==> config.mk <==
export PLATFORM = sky130hd
export DESIGN_NAME = pc_sequencer
export DESIGN_NICKNAME = d
export VERILOG_FILES = /design/src/rtl/pc_pkg.sv /design/src/rtl/next_pc_calc.sv /design/src/rtl/pc_sequencer.sv
export SDC_FILE = /design/constraint.sdc
export NUM_CORES = 1
export LEC_CHECK = 0
export ABC_CLOCK_PERIOD_IN_PS = 3500
export CORE_MARGIN = 3
export CORE_UTILIZATION = 43
export CTS_CLUSTER_DIAMETER = 120
export DETAILED_ROUTE_END_ITERATION = 8
export PLACE_DENSITY = 0.75
export RECOVER_POWER = 25
export REMOVE_ABC_BUFFERS = 1
export SYNTH_ARGS = -nofsm -noshare
export SYNTH_HDL_FRONTEND = slang
export SYNTH_SLANG_ARGS = --single-unit
==> constraint.sdc <==
create_clock -name clock_i -period 3.5 [get_ports clock_i]
set_clock_uncertainty 0.15 [all_clocks]
set_input_delay 0.35 -clock clock_i [delete_from_list [all_inputs] [get_ports clock_i]]
set_output_delay 0.35 -clock clock_i [all_outputs]
set_load 0.01 [all_outputs]
==> src/rtl/pc_pkg.sv <==
// Shared types and constants for the program-counter sequencer and its next-PC selector.
package pc_pkg;

    typedef enum logic {
        FETCH = 1'b0,
        ISSUE = 1'b1
    } state_e;

    typedef enum logic [2:0] {
        SEL_SEQ  = 3'd0,
        SEL_TRAP = 3'd1,
        SEL_ERET = 3'd2,
        SEL_BR   = 3'd3,
        SEL_J    = 3'd4,
        SEL_JAL  = 3'd5,
        SEL_JR   = 3'd6
    } sel_e;

    localparam logic [31:0] DEFAULT_TRAP_VEC = 32'h0000_0020;

endpackage

==> src/rtl/next_pc_calc.sv <==
// Combinational next-PC priority select and target arithmetic; word-addressed PC.
module next_pc_calc
    import pc_pkg::*;
#(
    parameter int              PC_W     = 32,
    parameter logic [PC_W-1:0] TRAP_VEC = PC_W'(DEFAULT_TRAP_VEC)
) (
    input  logic [PC_W-1:0] pc_i,
    input  logic [25:0]     jidx_i,
    input  logic            trap_i,
    input  logic            eret_i,
    input  logic            branch_taken_i,
    input  logic            jump_i,
    input  logic            jal_i,
    input  logic            jr_i,
    input  logic [31:0]     imm_ext_i,
    input  logic [PC_W-1:0] jr_target_i,
    input  logic [PC_W-1:0] epc_i,
    output logic [PC_W-1:0] next_pc_o,
    output logic [PC_W-1:0] pc_plus1_o,
    output logic [2:0]      sel_o
);

    logic [PC_W-1:0] p1;
    logic [PC_W-1:0] br_target;
    logic [PC_W-1:0] j_target;
    sel_e            sel;

    assign p1        = pc_i + PC_W'(1);
    assign br_target = p1 + imm_ext_i[PC_W-1:0];
    // Region bits come from pc+1, not pc, matching MIPS jump semantics.
    assign j_target  = {p1[PC_W-1:26], jidx_i};

    always_comb begin
        sel       = SEL_SEQ;
        next_pc_o = p1;
        if (trap_i) begin
            sel       = SEL_TRAP;
            next_pc_o = TRAP_VEC;
        end else if (eret_i) begin
            sel       = SEL_ERET;
            next_pc_o = epc_i;
        end else if (branch_taken_i) begin
            sel       = SEL_BR;
            next_pc_o = br_target;
        end else if (jump_i) begin
            sel       = SEL_J;
            next_pc_o = j_target;
        end else if (jal_i) begin
            sel       = SEL_JAL;
            next_pc_o = j_target;
        end else if (jr_i) begin
            sel       = SEL_JR;
            next_pc_o = jr_target_i;
        end
    end

    assign pc_plus1_o = p1;
    assign sel_o      = sel;

endmodule

==> src/rtl/pc_sequencer.sv <==
// PC and fetch sequencer: FETCH/ISSUE handshake, jal link strobe, trap/eret EPC, retired count.
module pc_sequencer
    import pc_pkg::*;
#(
    parameter int              PC_W     = 32,
    parameter logic [PC_W-1:0] RESET_PC = '0,
    parameter logic [PC_W-1:0] TRAP_VEC = PC_W'(DEFAULT_TRAP_VEC),
    parameter int              CNT_W    = 32
) (
    input  logic             clock_i,
    input  logic             reset_i,
    output logic             imem_req_o,
    output logic [PC_W-1:0]  imem_addr_o,
    input  logic             imem_ready_i,
    input  logic [31:0]      imem_data_i,
    output logic [31:0]      instr_o,
    output logic             instr_valid_o,
    input  logic             exec_done_i,
    input  logic             branch_taken_i,
    input  logic             jump_i,
    input  logic             jal_i,
    input  logic             jr_i,
    input  logic             trap_i,
    input  logic             eret_i,
    input  logic [31:0]      imm_ext_i,
    input  logic [PC_W-1:0]  jr_target_i,
    output logic [PC_W-1:0]  pc_o,
    output logic             link_we_o,
    output logic [PC_W-1:0]  link_data_o,
    output logic [PC_W-1:0]  epc_o,
    output logic [CNT_W-1:0] retired_o
);

    state_e           state_q, state_d;
    logic [PC_W-1:0]  pc_q, pc_d;
    logic [31:0]      instr_q, instr_d;
    logic [PC_W-1:0]  epc_q, epc_d;
    logic [PC_W-1:0]  link_data_q, link_data_d;
    logic             link_we_q, link_we_d;
    logic [CNT_W-1:0] retired_q, retired_d;

    logic             imem_req;
    logic             instr_valid;
    logic [PC_W-1:0]  next_pc;
    logic [PC_W-1:0]  pc_plus1;
    logic [2:0]       sel;

    next_pc_calc #(
        .PC_W     (PC_W),
        .TRAP_VEC (TRAP_VEC)
    ) u_next_pc_calc (
        .pc_i           (pc_q),
        .jidx_i         (instr_q[25:0]),
        .trap_i         (trap_i),
        .eret_i         (eret_i),
        .branch_taken_i (branch_taken_i),
        .jump_i         (jump_i),
        .jal_i          (jal_i),
        .jr_i           (jr_i),
        .imm_ext_i      (imm_ext_i),
        .jr_target_i    (jr_target_i),
        .epc_i          (epc_q),
        .next_pc_o      (next_pc),
        .pc_plus1_o     (pc_plus1),
        .sel_o          (sel)
    );

    always_comb begin
        state_d     = state_q;
        pc_d        = pc_q;
        instr_d     = instr_q;
        epc_d       = epc_q;
        link_data_d = link_data_q;
        link_we_d   = 1'b0;
        retired_d   = retired_q;
        imem_req    = 1'b0;
        instr_valid = 1'b0;
        case (state_q)
            FETCH: begin
                imem_req = 1'b1;
                if (imem_ready_i) begin
                    instr_d = imem_data_i;
                    state_d = ISSUE;
                end
            end
            ISSUE: begin
                instr_valid = 1'b1;
                if (exec_done_i) begin
                    pc_d    = next_pc;
                    state_d = FETCH;
                    // A trapped instruction did not complete, so it is not counted.
                    if (sel == SEL_TRAP) begin
                        epc_d = pc_q;
                    end else begin
                        retired_d = retired_q + CNT_W'(1);
                    end
                    if (sel == SEL_JAL) begin
                        link_data_d = pc_plus1;
                        link_we_d   = 1'b1;
                    end
                end
            end
            default: state_d = FETCH;
        endcase
    end

    always_ff @(posedge clock_i) begin
        if (reset_i) begin
            state_q     <= FETCH;
            pc_q        <= RESET_PC;
            instr_q     <= '0;
            epc_q       <= '0;
            link_data_q <= '0;
            link_we_q   <= 1'b0;
            retired_q   <= '0;
        end else begin
            state_q     <= state_d;
            pc_q        <= pc_d;
            instr_q     <= instr_d;
            epc_q       <= epc_d;
            link_data_q <= link_data_d;
            link_we_q   <= link_we_d;
            retired_q   <= retired_d;
        end
    end

    // Request and valid are masked while reset is held so memory sees no fetch in that cycle.
    assign imem_req_o    = imem_req & ~reset_i;
    assign instr_valid_o = instr_valid & ~reset_i;
    assign imem_addr_o   = pc_q;
    assign pc_o          = pc_q;
    assign instr_o       = instr_q;
    assign link_we_o     = link_we_q;
    assign link_data_o   = link_data_q;
    assign epc_o         = epc_q;
    assign retired_o     = retired_q;

endmodule

# After elaboration in Yosys (flattened, before gate mapping)
# Cells that the tools add are included.
[word_totals] n_memories=0 rom_bits=0 regBits=162 ramBits=0 elab_cells=42 latch_bits=0 output_inout_bits=195
[classes] n_addsub=3 muxes=18 n_eq_ne=2 order_cmp=0 shift=0 n_bitwise=6 div_mod_pow=0 n_mul=0 reduce_logical=6
[op_table] cell="$mux 32" count=6
[op_table] cell="$add 32x1->32 const B" count=2
[op_table] cell="$add 32x32->32" count=1
[op_table] cell="$mux 3" count=6
[op_table] cell="$reduce_and 3->1" count=3
[op_table] cell="$mux 1" count=5
[op_table] cell="$not 1->1" count=4
[op_table] cell="$reduce_and 2->1" count=2
[op_table] cell="$eq 3x1->1 const B" count=1
[op_table] cell="$eq 3x3->1 const B" count=1
[op_table] cell="$reduce_or 3->1" count=1
[op_table] cell="$and 1x1->1" count=2
[op_table] cell="$pmux 1 s2" count=1

# Longest topological paths before layout
# Gate-level depths: netlist (run 1).
[logic_depth] word_depth=9 depth_mapped=16 mapped_depth_nobuf=16

# Modules after synthesis
# From an unflattened synthesis (run 1), not the netlist that was laid out.
[unflattened] cells_unflattened=1362 hier_area_um2=9968.3
[modules_own_cells] mod="pc_sequencer" seq_area_each_um2=3243.1 n_inst=1 cells_each=798 area_per_inst_um2=6316.1
[modules_own_cells] mod="next_pc_calc" seq_area_each_um2=0.0 n_inst=1 cells_each=564 area_per_inst_um2=3652.3

# Least setup slack after synthesis (run 1)
# OpenSTA, ideal clock, no wires.
[synth_timing] path_kind="register to register" start="reg pc_q[0], in the netlist imem_addr_o[0]" end="reg pc_q[31], in the netlist imem_addr_o[31]" path_slack_ps=-454 t_arrival_ps=3684 n_path_buf=1 period_less_slack_ps=3954 stages_incl_launch_ff=17 cell_sequence="dfxtp_1 > ha_1 > nand3_2 > nor4_4 > nand3_1 > nor2_1 > xor2_1 > ha_1 > clkbuf_1 > a21oi_1 > o21ai_0 > a21o_1 > or3_1 > o32ai_1 > o21ai_0 > xnor2_1 > a21oi_1"
[synth_lines] element="start: declaration" line="pc_sequencer.sv:35" text="logic [PC_W-1:0] pc_q, pc_d;"
[synth_lines] element="start signal: assignment" line="pc_sequencer.sv:118" text="pc_q <= pc_d;"
[synth_lines] element="$add 32x1->32" line="next_pc_calc.sv:29" text="assign p1 = pc_i + PC_W'(1);"
[synth_lines] element="named net pc_plus1[22]" line="pc_sequencer.sv:45" text="logic [PC_W-1:0] pc_plus1;"
[synth_lines] element="$add 32x32->32" line="next_pc_calc.sv:30" text="assign br_target = p1 + imm_ext_i[PC_W-1:0];"
[synth_lines] element="$mux 32" line="next_pc_calc.sv:43" text="end else if (branch_taken_i) begin"
[synth_lines] element="$mux 32" line="next_pc_calc.sv:40" text="end else if (eret_i) begin"
[synth_lines] element="$mux 32" line="next_pc_calc.sv:37" text="if (trap_i) begin"
# The timed path passes the listed nets, and every way through them passes these cells.
# A chain may end at the register's enable or synchronous reset.

# Final worst setup path (run 1)
[layout_timing] start="reg pc_q[0], in the netlist imem_addr_o[0]" end="reg pc_q[29], in the netlist imem_addr_o[29]"
# The elaborated chain is that of the path after synthesis.

==> summary.txt, run 1 <==
Status
  – Status: finished with violations
  – Violated checks: max-capacitance violations, max-slew violations, negative setup slack

Place
  – Detailed Place HPWL: 28.4 mm
  – DP Cell Count: 1,901
  – PortBufs: 300
  – RePlAce Congestion: 1.00
  – DP Worst Slack: -0.436 ns

Yosys
  – Post-synth ARST share: 0%
  – Mapped Cells: 1,262
  – Unique cell type count in the Yosys netlist: 72
  – Post-Syn Area: 0.00948 mm^2
  – Synth warnings: 0
  – EDFF count, synth: 0
  – Synth Register Bits: 162
  – Syn avg cell area: 7.51 um^2
  – Primary FF master, synth: dfxtp_1
  – Seq/Total Area, Yosys: 34.2%

Floorplanning
  – Starting Density: 44.4%
  – Chip height: 154 um
  – Core area: 0.0214 mm^2
  – I/O pin count: 301
  – Chip width: 154 um
  – Row Count: 53
  – Die area: 0.0239 mm^2

Setup path
  – Cell mode on critical path: buf_6
  – Data required, critical path: 3.71 ns
  – Crit path max fanout: 4
  – Critical Path Source Type: flip-flop
  – Reg2Reg Depth: 16
  – CP Class: flip-flop to flip-flop
  – CP cell instances: buf_6, and4_4, nand2_4, buf_4, nor2_2, xor2_1, ha_1, nand4_1, o21ai_2, a31oi_4, buf_6, a2111oi_4, nor3_2, o41ai_2, mux2_2, o211ai_1
  – Max stage delay cell, worst path: dfxtp_4
  – WP data arrival: 3.90 ns
  – Max stage delay on crit path: 0.39 ns
  – Crit end category: flip-flop

Clock tree
  – Clk buf depth: 2
  – Skew-Pair Late Insertion Delay: 0.43 ns
  – H-Tree Depth: 4
  – Clock tree sinks: 162
  – CTS tree: yes
  – CTS Hold Buffers Added: 0
  – Clock Tree Root: clkbuf_16
  – Clock transition at path regs: 0.07 ns
  – Total CTS buffers: 17

GRT
  – Via count of the first global-routing pass: 10,378
  – Overflow after GRT: 0
  – First-pass GRT wire length: 57.6 mm
  – Total Routing Usage GR: 30.2%
  – Initial antenna violation count: 2
  – Largest net degree at the start of global routing: 66

Timing
  – Final worst-path setup slack: -0.185 ns
  – Max_slew headroom: -36.4%
  – Pins Over Slew Limit: 69
  – Unrepaired setup endpoints after global routing: true
  – Fin crit share: 105%
  – Hold Vio Cnt, Final: 0
  – Worst slew pin tran: 2.05 ns
  – Clock period minus worst slack: 3.69 ns
  – F_max: 271 MHz
  – Setup Viol. Count Final: 6
  – Setup TNS: -0.576 ns

Drt
  – Via-per-instance ratio: 5.51
  – Drt drc: 0
  – Routed wire length: 38.3 mm
  – Via count: 10,782
  – Initial drt markers: 784
  – Antenna-violating nets left: 0
  – Drt pass-1 iters: 5
  – Post-DR wirelength/cell: 19.6 um

Power
  – VDD IR max: 0.000323 V
  – Leakage: 5.97 nW
  – PwrDens: 310 mW/mm^2

Layout
  – Footprint of the multi-input gates: 0.00619 mm^2
  – Non-Filler Instances: 1,958
  – Area Overhead vs Synth: 57.8%
  – Util after Layout: 70.1%
  – Share of cells above drive strength 1: 19.8%
  – Register Area: 0.00326 mm^2
  – Nets: 1,815
  – Layout filler cell count: 1,802

Min path
  – Min-delay worst type: input port to flip-flop
  – WHS Path Cells: 2

Flow run
  – Max-cap check violation count: 2
[area by class of cell]
| cell class | instances | area share [%] |
|---|---|---|
| tap | 275 | 2.30 |
| inverter | 27 | 0.677 |
| multi-input combinational | 970 | 41.4 |
| clock inverter | 14 | 1.14 |
| antenna | 2 | 0.0335 |
| clock buffer | 18 | 2.94 |
| timing repair buffer | 490 | 29.8 |
| sequential | 162 | 21.8 |
[layout by cell type, fill, tap and decap left out, types with 6 or more instances in the layout]
master | Yosys | routed
or2_2 | 7 | 6
o21ai_2 | 0 | 6
nand4_1 | 20 | 20
ha_4 | 0 | 6
xnor2_2 | 0 | 6
o211ai_1 | 8 | 8
nand3_1 | 32 | 29
or3_1 | 8 | 8
o21ai_1 | 1 | 6
a21o_1 | 12 | 12
ha_1 | 40 | 33
dfxtp_2 | 0 | 6
buf_6 | 0 | 13
and3_1 | 8 | 7
xnor2_1 | 32 | 25
mux2i_1 | 10 | 10
o21ai_0 | 61 | 49
nand2b_1 | 13 | 13
dfxtp_1 | 162 | 154
and4_1 | 7 | 6
a21oi_1 | 138 | 124
a21oi_2 | 0 | 12
a31oi_1 | 9 | 6
inv_1 | 27 | 27
clkbuf_16 | 0 | 17
a211oi_1 | 23 | 21
nor2_1 | 129 | 120
nor3_1 | 27 | 24
nand2_1 | 244 | 238
xor2_2 | 1 | 7
a32oi_1 | 6 | 6
buf_4 | 32 | 174
clkdlybuf4s50_1 | 0 | 284
dlygate4sd3_1 | 0 | 14
xor2_1 | 47 | 41
[kinds of logic after synthesis]
group	after synthesis	share of synthesized area, %
AND/OR/NAND/NOR	524	24.9
adder cells (fa/ha/maj)	41	5.49
AO/OA/AOI/OAI	312	20.1
buffers and inverters	130	6.48
XOR/XNOR	80	7.47
multiplexers	13	1.41
flip-flops	162	34.2
[routing by layer]
metal / routed length [um] / vias up / track usage [%]
met5: 0 / - / 0
met2: 17900 / 439 / 49.2
met3: 2550 / 55 / 5.26
met4: 918 / 0 / 9.63
li1: - / 5175 / -
met1: 16900 / 5113 / 40.7
[sequential cells by signal, summed over array words and instances, names as in the netlist]
name / count
epc_o: 32
imem_addr_o: 32
instr_o: 32
link_data_o: 32
retired_o: 32
link_we_o: 1
state_q: 1
[per-stage QoR]
| stage | power, mW | instance area (um^2) | hold slack (ns) |
|---|---|---|---|
| finish | 4.63 | 15000 | 0.141 |
| global route | 4.77 | 15000 | 0.153 |
| CTS | 4.61 | 14500 | 0.123 |
| detailed placement | 2.64 | 13600 | 0.297 |
| global placement | 2.64 | 13600 | 0.291 |
| floorplan | 2.20 | 8970 | 0.269 |
[worst paths after layout]
| path | startpoint | endpoint | slack, ns |
|---|---|---|---|
| setup / recovery | imem_addr_o[0] | imem_addr_o[29] | -0.19 |
| hold / removal | reset_i | retired_o[6] | 0.14 |
| setup reg to reg | imem_addr_o[0] | imem_addr_o[29] | -0.19 |
| hold reg to reg | instr_o[26] | instr_o[26] | 0.30 |
[critical path, delay by kind of cell, from the launching register on]
family / cells / cell delay (ns)
DFF: 1 / 0.39
buffers and inverters: 3 / 0.40
and+or+nand+nor: 5 / 0.68
adders and majority gates: 1 / 0.19
xor gates and xnor gates: 1 / 0.22
AOI/OAI and AO/OA: 5 / 1.19
muxes: 1 / 0.37
[cells in the mapped netlist (all sizes together) (9+ instances only)]
| cell type | count | area, um^2 |
|---|---|---|
| nand3 | 33 | 170 |
| a211oi | 23 | 173 |
| nand2b | 13 | 81.3 |
| nor3 | 28 | 145 |
| ha | 40 | 500 |
| nand4 | 21 | 138 |
| a31oi | 9 | 56.3 |
| xor2 | 48 | 428 |
| buf | 44 | 292 |
| nor2 | 129 | 484 |
| clkbuf | 59 | 221 |
| and4 | 9 | 82.6 |
| nand2 | 244 | 916 |
| xnor2 | 32 | 280 |
| and3 | 9 | 57.6 |
| dfxtp | 162 | 3240 |
| mux2i | 10 | 100 |
| o21ai | 62 | 310 |
| a21o | 12 | 90.1 |
| inv | 27 | 101 |
| a21oi | 138 | 691 |
[where the power goes]
| group | internal (mW) | switching, mW |
|---|---|---|
| combinational | 0.366 | 0.388 |
| clock | 1.10 | 0.872 |
| sequential | 1.87 | 0.0305 |
| total | 3.34 | 1.29 |
[timing repair]
action | 4_1_cts | 5_1_grt
setup endpoints to repair | 12 | 19
resized for setup | 49 | 90
pin swaps | 19 | 50
hold endpoints to repair | 0 | 0
buffers inserted | 8 | 15
Note: power is estimated with default switching activity, not from simulation.
==> run 2, diff against run 1 <==
--- a/config.mk
+++ b/config.mk
@@ -13,6 +13,9 @@
 export PLACE_DENSITY = 0.75
 export RECOVER_POWER = 25
 export REMOVE_ABC_BUFFERS = 1
+export SETUP_SLACK_MARGIN = 0.2
+export SKIP_CTS_REPAIR_TIMING = 1
+export SKIP_LAST_GASP = 1
 export SYNTH_ARGS = -nofsm -noshare
 export SYNTH_HDL_FRONTEND = slang
 export SYNTH_SLANG_ARGS = --single-unit
==> run 2 against run 1 <==
Compared with the run above: the run still ends with max-capacitance violations, max-slew violations, negative setup slack left; critical path depth down 1; fmax down 0.60%; register-to-register slack worse by 0.02 ns; worst setup slack worse by 0.022 ns; first-iteration DRC count down 4.6%; design area up 1.8%; die area unchanged; wire length up 0.61%; total power up 0.31%; final cell count down 0.15%; non-clock buffer count down 2; critical endpoint unchanged; highest routed layer unchanged.
==> summary.txt, run 2 (same netlist as run 1, synthesis figures left out) <==
Clock tree
  – Clock tree sinks: 162
  – Total CTS buffers: 17
  – Clk buf depth: 2
  – Clock transition at path regs: 0.07 ns
  – Skew-Pair Late Insertion Delay: 0.43 ns
  – CTS tree: yes
  – H-Tree Depth: 4
  – Clock Tree Root: clkbuf_16

Drt
  – Via-per-instance ratio: 5.58
  – Antenna-violating nets left: 0
  – Drt drc: 0
  – Post-DR wirelength/cell: 19.7 um
  – Initial drt markers: 748
  – Drt pass-1 iters: 5
  – Routed wire length: 38.6 mm
  – Via count: 10,910

Setup path
  – Critical Path Source Type: flip-flop
  – Reg2reg start: imem_addr_o[0]
  – R2R Setup Slk: -0.21 ns
  – Reg2Reg Depth: 15
  – Worst R2R End: imem_addr_o[29]
  – WP data arrival: 3.92 ns
  – CP Class: flip-flop to flip-flop
  – Data required, critical path: 3.71 ns
  – Crit path max fanout: 4
  – Crit end category: flip-flop

Power
  – Sw power: 1.29 mW
  – Power share of the clock group: 42.3%
  – Seq pwr share: 41.0%
  – Comb power frac: 16.7%
  – Switching part of the total power: 27.9%
  – Leakage: 5.99 nW
  – Internal power: 3.35 mW
  – PwrDens: 305 mW/mm^2
  – VDD IR max: 0.000323 V

Floorplanning
  – Starting Density: 44.4%
  – Core area: 0.0214 mm^2
  – Chip height: 154 um
  – Chip width: 154 um
  – Die area: 0.0239 mm^2
  – Row Count: 53
  – I/O pin count: 301

Place
  – Detailed Place HPWL: 28.4 mm
  – RePlAce Congestion: 1.00
  – DP Area: 0.0136 mm^2
  – DP Cell Count: 1,901
  – PortBufs: 300

Timing
  – F_max: 270 MHz
  – Hold Vio Cnt, Final: 0
  – Final worst-path setup slack: -0.208 ns
  – Unrepaired setup endpoints after global routing: true
  – Pins Over Slew Limit: 69
  – Clock period minus worst slack: 3.71 ns
  – Max_slew headroom: -39.1%
  – Min Hold Slack: 0.139 ns
  – Worst slew pin tran: 2.09 ns
  – Setup Viol. Count Final: 5
  – Fin crit share: 106%
  – Setup TNS: -0.495 ns

Status
  – Status: finished with violations
  – Violated checks: max-capacitance violations, max-slew violations, negative setup slack

GRT
  – Largest net degree at the start of global routing: 66
  – Via count of the first global-routing pass: 10,294
  – Overflow after GRT: 0
  – Total Routing Usage GR: 29.9%
  – First-pass GRT wire length: 57.1 mm
  – Initial antenna violation count: 1

Layout
  – Post-route cell area: 0.0152 mm^2
  – Nets: 1,813
  – Area Overhead vs Synth: 60.6%
  – Share of cells above drive strength 1: 21.1%
  – Most common cell after layout, fill and taps aside: clkdlybuf4s50_1
  – Most frequent cells in the layout: 283 x clkdlybuf4s50_1, 239 x nand2_1, 166 x buf_4
  – Non-Filler Instances: 1,955
  – Util after Layout: 71.3%

Flow run
  – Max-cap check violation count: 2

Min path
  – WHS Endpoint: retired_o[6]
  – Min-delay worst type: input port to flip-flop
  – Min-delay src: reset_i
  – WHS Path Cells: 2
run 2: changes by cell type in the layout (fill, tap and decap cells not counted), sizes merged:
cell / before / now
buf: 188 / 186
clkdlybuf4s50: 284 / 283
diode: 2 / 1
dlygate4sd3: 14 / 15
run 2: metrics by stage:
stage	setup slack, ns	power (mW)
detailed placement	-0.436	2.64
global route	-0.398	4.79
CTS	-0.432	4.60
finish	-0.208	4.65
floorplan	-0.439	2.20
global placement	-0.251	2.64
run 2: final cells by class:
class                           instances  area (um^2)
Tap cell                              275          344
Sequential cell                       162         3250
Fill cell                            1735         6130
Clock inverter                         14          170
Antenna cell                            1         2.50
Clock buffer                           18          439
Timing Repair Buffer                  488         4480
Multi-Input combinational cell        970         6440
Inverter                               27          101
run 2: worst max path at each step:
stage                     slack (ns)         endpoint             from
after detailed placement       -0.44  imem_addr_o[27]   imem_addr_o[0]
after global routing           -0.40  imem_addr_o[29]  imem_addr_o[14]
after CTS                      -0.43  imem_addr_o[27]   imem_addr_o[0]
after global placement         -0.25  imem_addr_o[27]   imem_addr_o[0]
after floorplan                -0.44  imem_addr_o[31]   imem_addr_o[0]
final                          -0.21  imem_addr_o[29]   imem_addr_o[0]
run 2: worst max-delay path: stages, from the launching register on:
cell,delay [ns]
dfxtp_4,0.38
buf_6,0.11
and4_4,0.25
nand2_8,0.08
buf_6,0.13
nor2_4,0.12
xor2_2,0.09
ha_1,0.32
nand4_1,0.20
a211oi_2,0.29
o21ai_4,0.16
a2111oi_4,0.38
nor3_2,0.10
o41ai_2,0.37
mux2_2,0.37
o211ai_1,0.14
run 2: per-layer routing:
| layer | wire, um | GRT usage, % | vias up |
|---|---|---|---|
| met3 | 2800 | 5.62 | 73 |
| met4 | 911 | 9.17 | 0 |
| met2 | 18100 | 48.5 | 482 |
| met5 | 0 | 0 | - |
| li1 | - | - | 5164 |
| met1 | 16800 | 40.4 | 5191 |
run 2: power by group through the flow:
stage	logic (mW)	clock network (mW)	registers, mW
final	0.774	1.97	1.90
after global routing	0.822	2.06	1.91
after CTS	0.702	1.99	1.90
after detailed placement	0.696	0	1.95
after global placement	0.692	0	1.95
after floorplan	0.236	0	1.96
==> run 3, diff against run 2 <==
--- a/config.mk
+++ b/config.mk
@@ -6,6 +6,7 @@
 export NUM_CORES = 1
 export LEC_CHECK = 0
 export ABC_CLOCK_PERIOD_IN_PS = 3500
+export CORE_ASPECT_RATIO = 1.75
 export CORE_MARGIN = 3
 export CORE_UTILIZATION = 43
 export CTS_CLUSTER_DIAMETER = 120
==> run 3 against run 2 <==
Compared with the run above: the run still ends with max-capacitance violations, max-slew violations, negative setup slack left; non-clock buffer count grew 24; sequential cell count is the same; total power grew 4.6%; combinational power grew 2.6%; final cell count grew 2.1%; via count grew 2.8%; register-to-register slack gained 0.15 ns; clock power grew 9.6%; critical path depth is the same; design area grew 2.1%; count of clock-buffer cells in the layout grew 2.
==> summary.txt, run 3 (same netlist as run 1, synthesis figures left out) <==
Status
  – Status: finished with violations
  – Violated checks: max-capacitance violations, max-slew violations, negative setup slack

Layout
  – Most common cell after layout, fill and taps aside: clkdlybuf4s50_1
  – Nets: 1,837
  – Most frequent cells in the layout: 255 x clkdlybuf4s50_1, 237 x nand2_1, 184 x buf_4
  – Area Overhead vs Synth: 64.0%
  – Post-route cell area: 0.0155 mm^2
  – Share of cells above drive strength 1: 22.5%
  – Layout filler cell count: 1,729
  – Util after Layout: 72.0%

Place
  – RePlAce Congestion: 0.955
  – PortBufs: 300
  – Detailed Place HPWL: 31.5 mm
  – DP Area: 0.0137 mm^2

Floorplanning
  – Chip height: 202 um
  – I/O pin count: 301
  – Die area: 0.0239 mm^2
  – Starting Density: 43.9%
  – Row Count: 71
  – Chip width: 118 um
  – Core area: 0.0216 mm^2

Drt
  – Top Layer Used: met4
  – Via count: 11,213
  – Antenna-violating nets left: 0
  – Drt pass-1 iters: 6
  – M1 WL: 13.7 mm
  – Via-per-instance ratio: 5.62
  – Drt drc: 0
  – Met2 WL: 22.2 mm
  – Initial drt markers: 770
  – Met3 wire length: 2.37 mm
  – Routed wire length: 41.9 mm
  – Post-DR wirelength/cell: 21.0 um

Timing
  – Hold Vio Cnt, Final: 0
  – Max_slew headroom: -28.9%
  – Final worst-path setup slack: -0.0589 ns
  – F_max: 281 MHz
  – Pins Over Slew Limit: 68
  – Clock period minus worst slack: 3.56 ns
  – Unrepaired setup endpoints after global routing: true
  – Setup Viol. Count Final: 3
  – Setup TNS: -0.0983 ns
  – Worst slew pin tran: 1.93 ns
  – Fin crit share: 102%

Min path
  – Min-delay worst type: input port to flip-flop

GRT
  – Largest net degree at the start of global routing: 63
  – Via count of the first global-routing pass: 11,148
  – Initial antenna violation count: 1
  – Overflow after GRT: 0
  – First-pass GRT wire length: 60.2 mm
  – Total Routing Usage GR: 32.5%

Setup path
  – CP Class: flip-flop to flip-flop
  – Max stage delay on crit path: 0.52 ns
  – Data required, critical path: 3.74 ns
  – CP cell instances: nand4_1, buf_4, nor4_4, nand3_2, buf_6, nor2_4, xnor2_2, ha_1, buf_6, a21o_1, a21oi_2, o21ai_1, a221o_1, or4b_4, nand3_2
  – Max stage delay cell, worst path: or4b_4
  – Crit end category: flip-flop
  – WP data arrival: 3.80 ns
  – Crit path max fanout: 6
  – Critical Path Source Type: flip-flop

Power
  – VDD IR max: 0.000296 V
  – PwrDens: 313 mW/mm^2
  – Leakage: 6.28 nW
  – Total Power: 4.86 mW

Clock tree
  – H-Tree Depth: 4
  – Total CTS buffers: 17
  – CTS tree: yes
  – Clk buf depth: 2
  – Skew-Pair Late Insertion Delay: 0.45 ns
  – Clock tree sinks: 162
  – Clock transition at path regs: 0.07 ns
  – Clock Tree Root: clkbuf_16

Flow run
  – Max-cap check violation count: 2
==> run 3: changes by cell type in the layout (fill, tap and decap cells not counted), moves of 5 or more <==
cell,change
dfxtp_2,+8
clkdlybuf4s50_1,-28
buf_4,+18
dlygate4sd3_1,+28
dfxtp_1,-10
buf_6,+5
==> run 3: path summary, 6_finish.rpt <==
path                                        end  slack, ns  depth (start not counted)             from
worst max-delay path            imem_addr_o[30]      -0.06                         15  imem_addr_o[13]
worst min-delay path                  link_we_o       0.08                          2          reset_i
worst max register to register  imem_addr_o[30]      -0.06                         15  imem_addr_o[13]
worst min register to register   link_data_o[1]       0.31                          2   link_data_o[1]
==> run 3: power by group <==
| group | switching [mW] | internal, mW | total, mW | leakage [nW] |
|---|---|---|---|---|
| Sequential | 0.0317 | 1.87 | 1.91 | 1.32 |
| Clock | 0.799 | 1.36 | 2.16 | 0.325 |
| Combinational | 0.409 | 0.385 | 0.794 | 4.64 |
| Total | 1.24 | 3.62 | 4.86 | 6.28 |
==> run 3: layout make-up <==
cell class | instances | area [um^2] | share of cell area (%)
multi-input combinational | 970 | 6450 | 41.5
timing repair buffer | 512 | 4690 | 30.1
sequential | 162 | 3270 | 21.0
clock buffer | 20 | 447 | 2.87
tap | 292 | 365 | 2.35
clock inverter | 12 | 228 | 1.46
inverter | 27 | 101 | 0.652
antenna | 1 | 2.50 | 0.0161
==> run 3: stage by stage <==
step           setup WS, ns  hold WS (ns)  std cells
6_report            -0.0589        0.0835       1996
5_1_grt              -0.222         0.118       1996
2_1_floorplan        -0.439         0.269       1159
4_1_cts              -0.366        0.0784       1957
3_3_place_gp         -0.318         0.292       1925
3_5_place_dp         -0.334         0.300       1925
==> run 3: critical path, delay by kind of cell (launching register included) <==
kind            cells  cell delay (ns)
fa+ha+maj           1             0.33
flops               1             0.33
xor+xnor            1             0.09
simple gates        6             1.31
compound gates      4             0.82
buf+inv             3             0.46
==> run 3: routing by layer <==
metal / GRT usage [%] / vias to the layer above
li1: - / 5212
met1: 31.2 / 5273
met2: 60.6 / 549
met3: 4.96 / 179
met4: 26.1 / 0
met5: 0 / -
